**src/rtl/tone_period_meter_if.sv**
```systemverilog
// Bus bundle for tone_period_meter: raw tone pin in, measurement results and LEDs out.
// master = meter side, slave = pin driver / result consumer side.
interface tone_period_meter_if #(
    parameter int unsigned PERIOD_W = 20
);
    logic                tone_in;
    logic [PERIOD_W-1:0] period;
    logic                period_valid;
    logic                tone_present;
    logic [5:0]          led;

    modport master (
        input  tone_in,
        output period,
        output period_valid,
        output tone_present,
        output led
    );

    modport slave (
        output tone_in,
        input  period,
        input  period_valid,
        input  tone_present,
        input  led
    );
endinterface

```
**src/rtl/tone_period_meter.sv**
```systemverilog
// Measures rising-edge to rising-edge period of an asynchronous tone pin in clk cycles.
// Optional macro PERIOD_AVG_EN reports the mean of the last 4 accepted periods instead.
module tone_period_meter #(
    parameter int unsigned CLK_HZ         = 27000000,
    parameter int unsigned PERIOD_W       = 20,
    parameter int unsigned MIN_PERIOD     = 1000,
    parameter int unsigned TIMEOUT_CYCLES = 1000000
) (
    input  logic                clk,
    input  logic                rst_n,
    tone_period_meter_if.master bus
);

    localparam logic [PERIOD_W-1:0] CNT_MIN     = PERIOD_W'(MIN_PERIOD);
    localparam logic [PERIOD_W-1:0] CNT_TIMEOUT = PERIOD_W'(TIMEOUT_CYCLES);
    localparam logic [PERIOD_W-1:0] CNT_ONE     = PERIOD_W'(1);

    // Reject parameter sets where the counter could wrap or the LED slice does not fit.
    if ((64'(TIMEOUT_CYCLES) >= (64'(1) << PERIOD_W)) || (TIMEOUT_CYCLES < MIN_PERIOD) ||
        (CLK_HZ == 0) || (PERIOD_W < 5)) begin : g_bad_cfg
        $error("tone_period_meter: inconsistent parameters");
    end

    typedef enum logic {
        S_IDLE  = 1'b0,
        S_COUNT = 1'b1
    } state_t;

    state_t              r_state;
    state_t              w_state_nxt;
    logic                r_sync1;
    logic                r_sync2;
    logic                r_sync3;
    logic                w_rise;
    logic [PERIOD_W-1:0] r_cnt;
    logic [PERIOD_W-1:0] w_cnt_nxt;
    logic [PERIOD_W-1:0] r_period;
    logic [PERIOD_W-1:0] w_period_nxt;
    logic                r_valid;
    logic                w_valid_nxt;
    logic                r_tp;
    logic                w_tp_nxt;
    logic [5:0]          r_led;

`ifdef PERIOD_AVG_EN
    localparam int unsigned SUM_W = PERIOD_W + 2;

    logic [PERIOD_W-1:0] r_hist     [3];
    logic [PERIOD_W-1:0] w_hist_nxt [3];
    logic [2:0]          r_hist_n;
    logic [2:0]          w_hist_n_nxt;
    logic [SUM_W-1:0]    w_sum;
    logic [PERIOD_W-1:0] w_avg;

    assign w_sum = SUM_W'(r_hist[0]) + SUM_W'(r_hist[1]) + SUM_W'(r_hist[2]) + SUM_W'(r_cnt);
    assign w_avg = PERIOD_W'(w_sum >> 2);
`endif

    // Two-flop synchronizer plus a delay flop for rising-edge detection.
    always_ff @(posedge clk or negedge rst_n) begin
        if (!rst_n) begin
            r_sync1 <= 1'b0;
            r_sync2 <= 1'b0;
            r_sync3 <= 1'b0;
        end else begin
            r_sync1 <= bus.tone_in;
            r_sync2 <= r_sync1;
            r_sync3 <= r_sync2;
        end
    end

    assign w_rise = r_sync2 & ~r_sync3;

    always_ff @(posedge clk or negedge rst_n) begin
        if (!rst_n) begin
            r_state <= S_IDLE;
        end else begin
            r_state <= w_state_nxt;
        end
    end

    // A rise on the timeout cycle wins over the timeout.
    always_comb begin
        w_state_nxt = r_state;
        case (r_state)
            S_IDLE:  if (w_rise) w_state_nxt = S_COUNT;
            S_COUNT: if (!w_rise && (r_cnt == CNT_TIMEOUT)) w_state_nxt = S_IDLE;
            default: w_state_nxt = S_IDLE;
        endcase
    end

    always_comb begin
        w_cnt_nxt    = r_cnt;
        w_period_nxt = r_period;
        w_valid_nxt  = 1'b0;
        w_tp_nxt     = r_tp;
`ifdef PERIOD_AVG_EN
        w_hist_n_nxt = r_hist_n;
        for (int i = 0; i < 3; i++) begin
            w_hist_nxt[i] = r_hist[i];
        end
`endif
        case (r_state)
            S_IDLE: begin
                w_cnt_nxt = w_rise ? CNT_ONE : '0;
            end
            S_COUNT: begin
                if (w_rise) begin
                    w_cnt_nxt = CNT_ONE;
                    // Intervals shorter than MIN_PERIOD are glitches: restart from this edge only.
                    if ((r_cnt >= CNT_MIN) && (r_cnt <= CNT_TIMEOUT)) begin
`ifdef PERIOD_AVG_EN
                        w_hist_nxt[2] = r_hist[1];
                        w_hist_nxt[1] = r_hist[0];
                        w_hist_nxt[0] = r_cnt;
                        w_hist_n_nxt  = (r_hist_n >= 3'd4) ? 3'd4 : r_hist_n + 3'd1;
                        if (r_hist_n >= 3'd3) begin
                            w_period_nxt = w_avg;
                            w_valid_nxt  = 1'b1;
                            w_tp_nxt     = 1'b1;
                        end
`else
                        w_period_nxt = r_cnt;
                        w_valid_nxt  = 1'b1;
                        w_tp_nxt     = 1'b1;
`endif
                    end
                end else if (r_cnt == CNT_TIMEOUT) begin
                    w_cnt_nxt = '0;
                    w_tp_nxt  = 1'b0;
`ifdef PERIOD_AVG_EN
                    w_hist_n_nxt = 3'd0;
                    for (int i = 0; i < 3; i++) begin
                        w_hist_nxt[i] = '0;
                    end
`endif
                end else begin
                    w_cnt_nxt = r_cnt + CNT_ONE;
                end
            end
            default: begin
                w_cnt_nxt = '0;
            end
        endcase
    end

    // LEDs follow the registered flag and period one cycle later.
    always_ff @(posedge clk or negedge rst_n) begin
        if (!rst_n) begin
            r_cnt    <= '0;
            r_period <= '0;
            r_valid  <= 1'b0;
            r_tp     <= 1'b0;
            r_led    <= 6'b111111;
        end else begin
            r_cnt    <= w_cnt_nxt;
            r_period <= w_period_nxt;
            r_valid  <= w_valid_nxt;
            r_tp     <= w_tp_nxt;
            r_led    <= {~r_tp, ~r_period[PERIOD_W-1 -: 5]};
        end
    end

`ifdef PERIOD_AVG_EN
    always_ff @(posedge clk or negedge rst_n) begin
        if (!rst_n) begin
            r_hist_n <= 3'd0;
            for (int i = 0; i < 3; i++) begin
                r_hist[i] <= '0;
            end
        end else begin
            r_hist_n <= w_hist_n_nxt;
            for (int i = 0; i < 3; i++) begin
                r_hist[i] <= w_hist_nxt[i];
            end
        end
    end
`endif

    assign bus.period       = r_period;
    assign bus.period_valid = r_valid;
    assign bus.tone_present = r_tp;
    assign bus.led          = r_led;

endmodule
```
**src/flat_wrapper.sv**
```systemverilog
// flat-port wrapper written by rule: the top's interface ports become plain ports
module tone_period_meter_flat 
#(
    parameter int unsigned CLK_HZ         = 27000000,
    parameter int unsigned PERIOD_W       = 20,
    parameter int unsigned MIN_PERIOD     = 1000,
    parameter int unsigned TIMEOUT_CYCLES = 1000000
)
  (clk, rst_n, bus_tone_in, bus_period, bus_period_valid, bus_tone_present, bus_led);
  tone_period_meter_if #(.PERIOD_W(PERIOD_W)) bus_i ();
  input  logic clk;
  input  logic rst_n;
  input wire logic [$bits(bus_i.tone_in)-1:0] bus_tone_in;
  output wire logic [$bits(bus_i.period)-1:0] bus_period;
  output wire logic [$bits(bus_i.period_valid)-1:0] bus_period_valid;
  output wire logic [$bits(bus_i.tone_present)-1:0] bus_tone_present;
  output wire logic [$bits(bus_i.led)-1:0] bus_led;
  assign bus_i.tone_in = bus_tone_in;
  assign bus_period = bus_i.period;
  assign bus_period_valid = bus_i.period_valid;
  assign bus_tone_present = bus_i.tone_present;
  assign bus_led = bus_i.led;
  tone_period_meter #(.CLK_HZ(CLK_HZ), .PERIOD_W(PERIOD_W), .MIN_PERIOD(MIN_PERIOD), .TIMEOUT_CYCLES(TIMEOUT_CYCLES)) u_core (.clk(clk), .rst_n(rst_n), .bus(bus_i));
endmodule
```
**config.mk**
```make
export PLATFORM = sky130hd
export DESIGN_NAME = tone_period_meter_flat
export DESIGN_NICKNAME = d
export VERILOG_FILES = /design/src/rtl/tone_period_meter_if.sv /design/src/rtl/tone_period_meter.sv /design/src/flat_wrapper.sv
export SDC_FILE = /design/constraint.sdc
export NUM_CORES = 1
export LEC_CHECK = 0
export CAP_MARGIN = 20
export CORE_ASPECT_RATIO = 0.9
export CORE_MARGIN = 2
export CORE_UTILIZATION = 45
export DETAILED_ROUTE_END_ITERATION = 8
export PLACE_DENSITY_LB_ADDON = 0.25
export SLEW_MARGIN = 20
export SYNTH_ARGS = -nofsm -noshare
export SYNTH_HDL_FRONTEND = slang
export SYNTH_SLANG_ARGS = --single-unit
```
**constraint.sdc**
```tcl
create_clock -name clk -period 2.4 [get_ports clk]
set_clock_uncertainty 0.15 [all_clocks]
set_input_delay 0.48 -clock clk [delete_from_list [all_inputs] [get_ports clk]]
set_output_delay 0.48 -clock clk [all_outputs]
set_load 0.02 [all_outputs]
```
==> results.yml <==
finish:
  diodes: 0
  fillers: 422
  post-route-cell-area_um2: 2750
  nets: 227
  layout.cells.non_filler: 288
  utilization: 0.562
  syn_to_final_growth_pct: 19.3
  layout-drive-gt1-share: 0.202
logic_synthesis:
  synth_seq_cells: 52
  yosysUniqueCellTypes: 32
  synth_compound_area_frac: 0.0130
  yosys.area_share.simple: 0.153
  synth_top_family_by_area: "simple AND/OR/NAND/NOR gates"
  yosys_most_used_dff: "dfrtp_1"
  yosysSeqAreaShare: 0.568
  syn_inst: 186
  syn_area_um2: 2300
  synth_xor_area_frac: 0.0684
  synth_commonest_cells: "dfrtp_1, nor2_1, mux2_4"
  ys_async_sr_fraction: 1.00
  yosys_warnings: 0
  synthTopCellsByArea: "dfrtp_1, mux2_4, dfstp_2, xor2_1, nor2_1"
  syn_avg_cell_area_um2: 12.4
  yosys.area.top_type_share: 0.500
  yosysMostFrequentCell: "dfrtp_1"
  synthMuxAreaShare: 0.127
  synthAdderAreaFrac: 0.0109
  yosysTopAreaCell: "dfrtp_1"
  synth_edf_count: 0
  syn_nets: 191
worst_setup_path:
  critPathKind: "reg -> reg"
  cp_max_fo: 19
  worst-path-buf-inv: 2
  cp.arrival_ns: 2.31
  crit_cells: 8
  worstRegToRegCells: 8
  cp_slowest_stage_delay_ns: 0.41
  critical-path-top-delay-family: "simple AND/OR/NAND/NOR gates"
  cp-start-kind: "flip-flop"
  crit_start: "u_core.r_cnt[1]"
  cp_data_required_time_ns: 2.45
  r2r-start: "u_core.r_cnt[1]"
  r2r-end: "u_core.bus.period[4]"
  crit_path_end: "u_core.bus.period[4]"
  crit_path_top_delay_cell: "or3b_1"
  end_kind: "flip-flop"
  critical_path.cell_chain: "inv_1 -> ha_1 -> and4bb_2 -> nand4_1 -> or3b_1 -> nand4_4 -> buf_12 -> mux2_4"
  reg2reg_slack_ns: 0.14
cts:
  clk_path_buf_depth: 2
  clock_sinks: 52
  clk_latency_ns: 0.31
  cts_hold_buf: 0
  cts_buffers: 5
  cts_htree_levels: 2
  cts_root_buf: "clkbuf_8"
  cts_tree: "done"
  clk_pin_slew_worst_paths_ns: 0.09
  cts_setup_buffers: 0
  cts_resized: 0
pwr:
  powerDensity_nw_per_um2: 570
  ir_drop_mv: 0.304
  leakage_nw: 1.33
detailed_routing:
  detailroute.via_count: 1413
  drc: 0
  antenna_left: 0
  drt_pass1_iterations: 4
  initialDrtViolationCount: 111
  totalWireLength_mm: 3.85
  wl_per_cell_um: 13.4
  viasPerCell: 4.91
global_route:
  use_met3: 0.0365
  grt_pass1_vias: 1352
  grt_first_pass_wirelength_mm: 6.58
  grt_overflow_total: 0
  use_met1: 0.215
  use_met2: 0.230
  grt_usage: 0.155
  top_usage_layer: "met2"
  antenna_found_initial: 0
  grt_max_degree: 53
timing:
  finalSetupTns_ns: 0
  setup_ws_ns: 0.137
  timing.final.crit_period_ns: 2.26
  maxSlewHeadroom: 0.585
  final-max-slew-violation-count: 0
  worstMarginPinSlew_ns: 0.623
  setup_viol: 0
  max_freq_mhz: 442
  period_share: 0.943
  rsz0062_at_grt: "false"
  finalHoldViolations: 0
die:
  die_h_um: 71.9
  initial_core_util: 0.471
  fp.coreArea_um2: 4890
  rows: 24
  ioPinCount: 31
  die_w_um: 79.4
  die_area_um2: 5710
placement:
  place_congestion: 0.818
  pre_cts_ws_ns: 0.133
  dp.cells: 280
  io_buffers: 30
  postPlaceCellArea_um2: 2660
  dp_hpwl_mm: 2.69
run_status:
  outcome: "complete, no violations"
min_path:
  hold_class: "in -> async"
run:
  drv_cap: 0
-- kinds of logic after synthesis --
family | after synthesis
and+or+nand+nor | 68
DFF | 52
buffers and inverters | 21
muxes | 20
xor gates and xnor gates | 18
AOI/OAI and AO/OA | 5
adders and majority gates | 2
-- area by class of cell --
type                       count  area, µm²  area share
tap                           65       81.3      0.0296
inverter                      12       45.0      0.0164
sequential                    52       1310       0.476
clock buffer                   6       72.6      0.0264
timing repair buffer          38        368       0.134
clock inverter                 2       16.3     0.00592
multi-input combinational    113        857       0.312
-- registers in the layout, indices dropped and copies added, names as in the netlist --
| register | count |
|---|---|
| u_core.r_cnt | 20 |
| u_core.bus.led | 6 |
| u_core.r_sync2 | 1 |
| u_core.r_sync1 | 1 |
| u_core.bus.period | 20 |
| u_core.r_sync3 | 1 |
| u_core.bus.period_valid | 1 |
| u_core.r_state | 1 |
| u_core.bus.tone_present | 1 |
-- layout by cell type (no fill, tap or decap), types with 2 or more instances in the layout --
| cell | synthesis | final |
|---|---|---|
| dfrtp_1 | 46 | 46 |
| clkdlybuf4s50_1 | 0 | 29 |
| nor2_1 | 26 | 26 |
| mux2_4 | 18 | 18 |
| xor2_1 | 13 | 13 |
| inv_1 | 12 | 12 |
| nand2_1 | 10 | 10 |
| nand4_1 | 7 | 7 |
| nand3_1 | 7 | 7 |
| buf_4 | 1 | 7 |
| dfstp_2 | 6 | 6 |
| nor3_1 | 5 | 5 |
| xnor2_1 | 5 | 5 |
| clkbuf_8 | 0 | 5 |
| and3_1 | 3 | 3 |
| o21ai_0 | 3 | 3 |
| nor4_1 | 2 | 2 |
| nand2b_1 | 2 | 2 |
| mux2_2 | 2 | 2 |
| ha_1 | 2 | 2 |
-- worst min path at each step --
stage	start	end	slack [ns]	cells after the start
floorplan	rst_n	u_core.bus.period[0]	0.03	0
global placement	u_core.r_sync1	u_core.r_sync2	0.19	0
detailed placement	u_core.r_sync1	u_core.r_sync2	0.19	0
CTS	rst_n	u_core.bus.tone_present	0.14	2
global route	rst_n	u_core.bus.period[5]	0.16	2
finish	rst_n	u_core.bus.period[10]	0.12	2
-- metrics by stage --
step / power [mW] / hold WS [ns]
final: 1.57 / 0.120
after global placement: 1.09 / 0.186
after global routing: 1.66 / 0.164
after floorplan: 1.03 / 0.0344
after CTS: 1.58 / 0.135
after detailed placement: 1.09 / 0.189
-- worst register-to-register path: stages (launching register included) --
cell	delay (ns)
dfrtp_1	0.40
inv_1	0.06
ha_1	0.18
and4bb_2	0.21
nand4_1	0.10
or3b_1	0.41
nand4_4	0.13
buf_12	0.20
mux2_4	0.32
-- metal layers --
layer  wire length, µm  vias to the layer above
met5                 0                        -
met3               132                        8
met1              1880                      684
li1                  -                      691
met2              1740                       30
met4                98                        0
-- report_power, final --
part           total, mW  internal (mW)  switching, mW
clock              0.494          0.208          0.287
combinational      0.136         0.0555         0.0807
sequential         0.935          0.904         0.0311
Power figures use the tool's default switching activity.
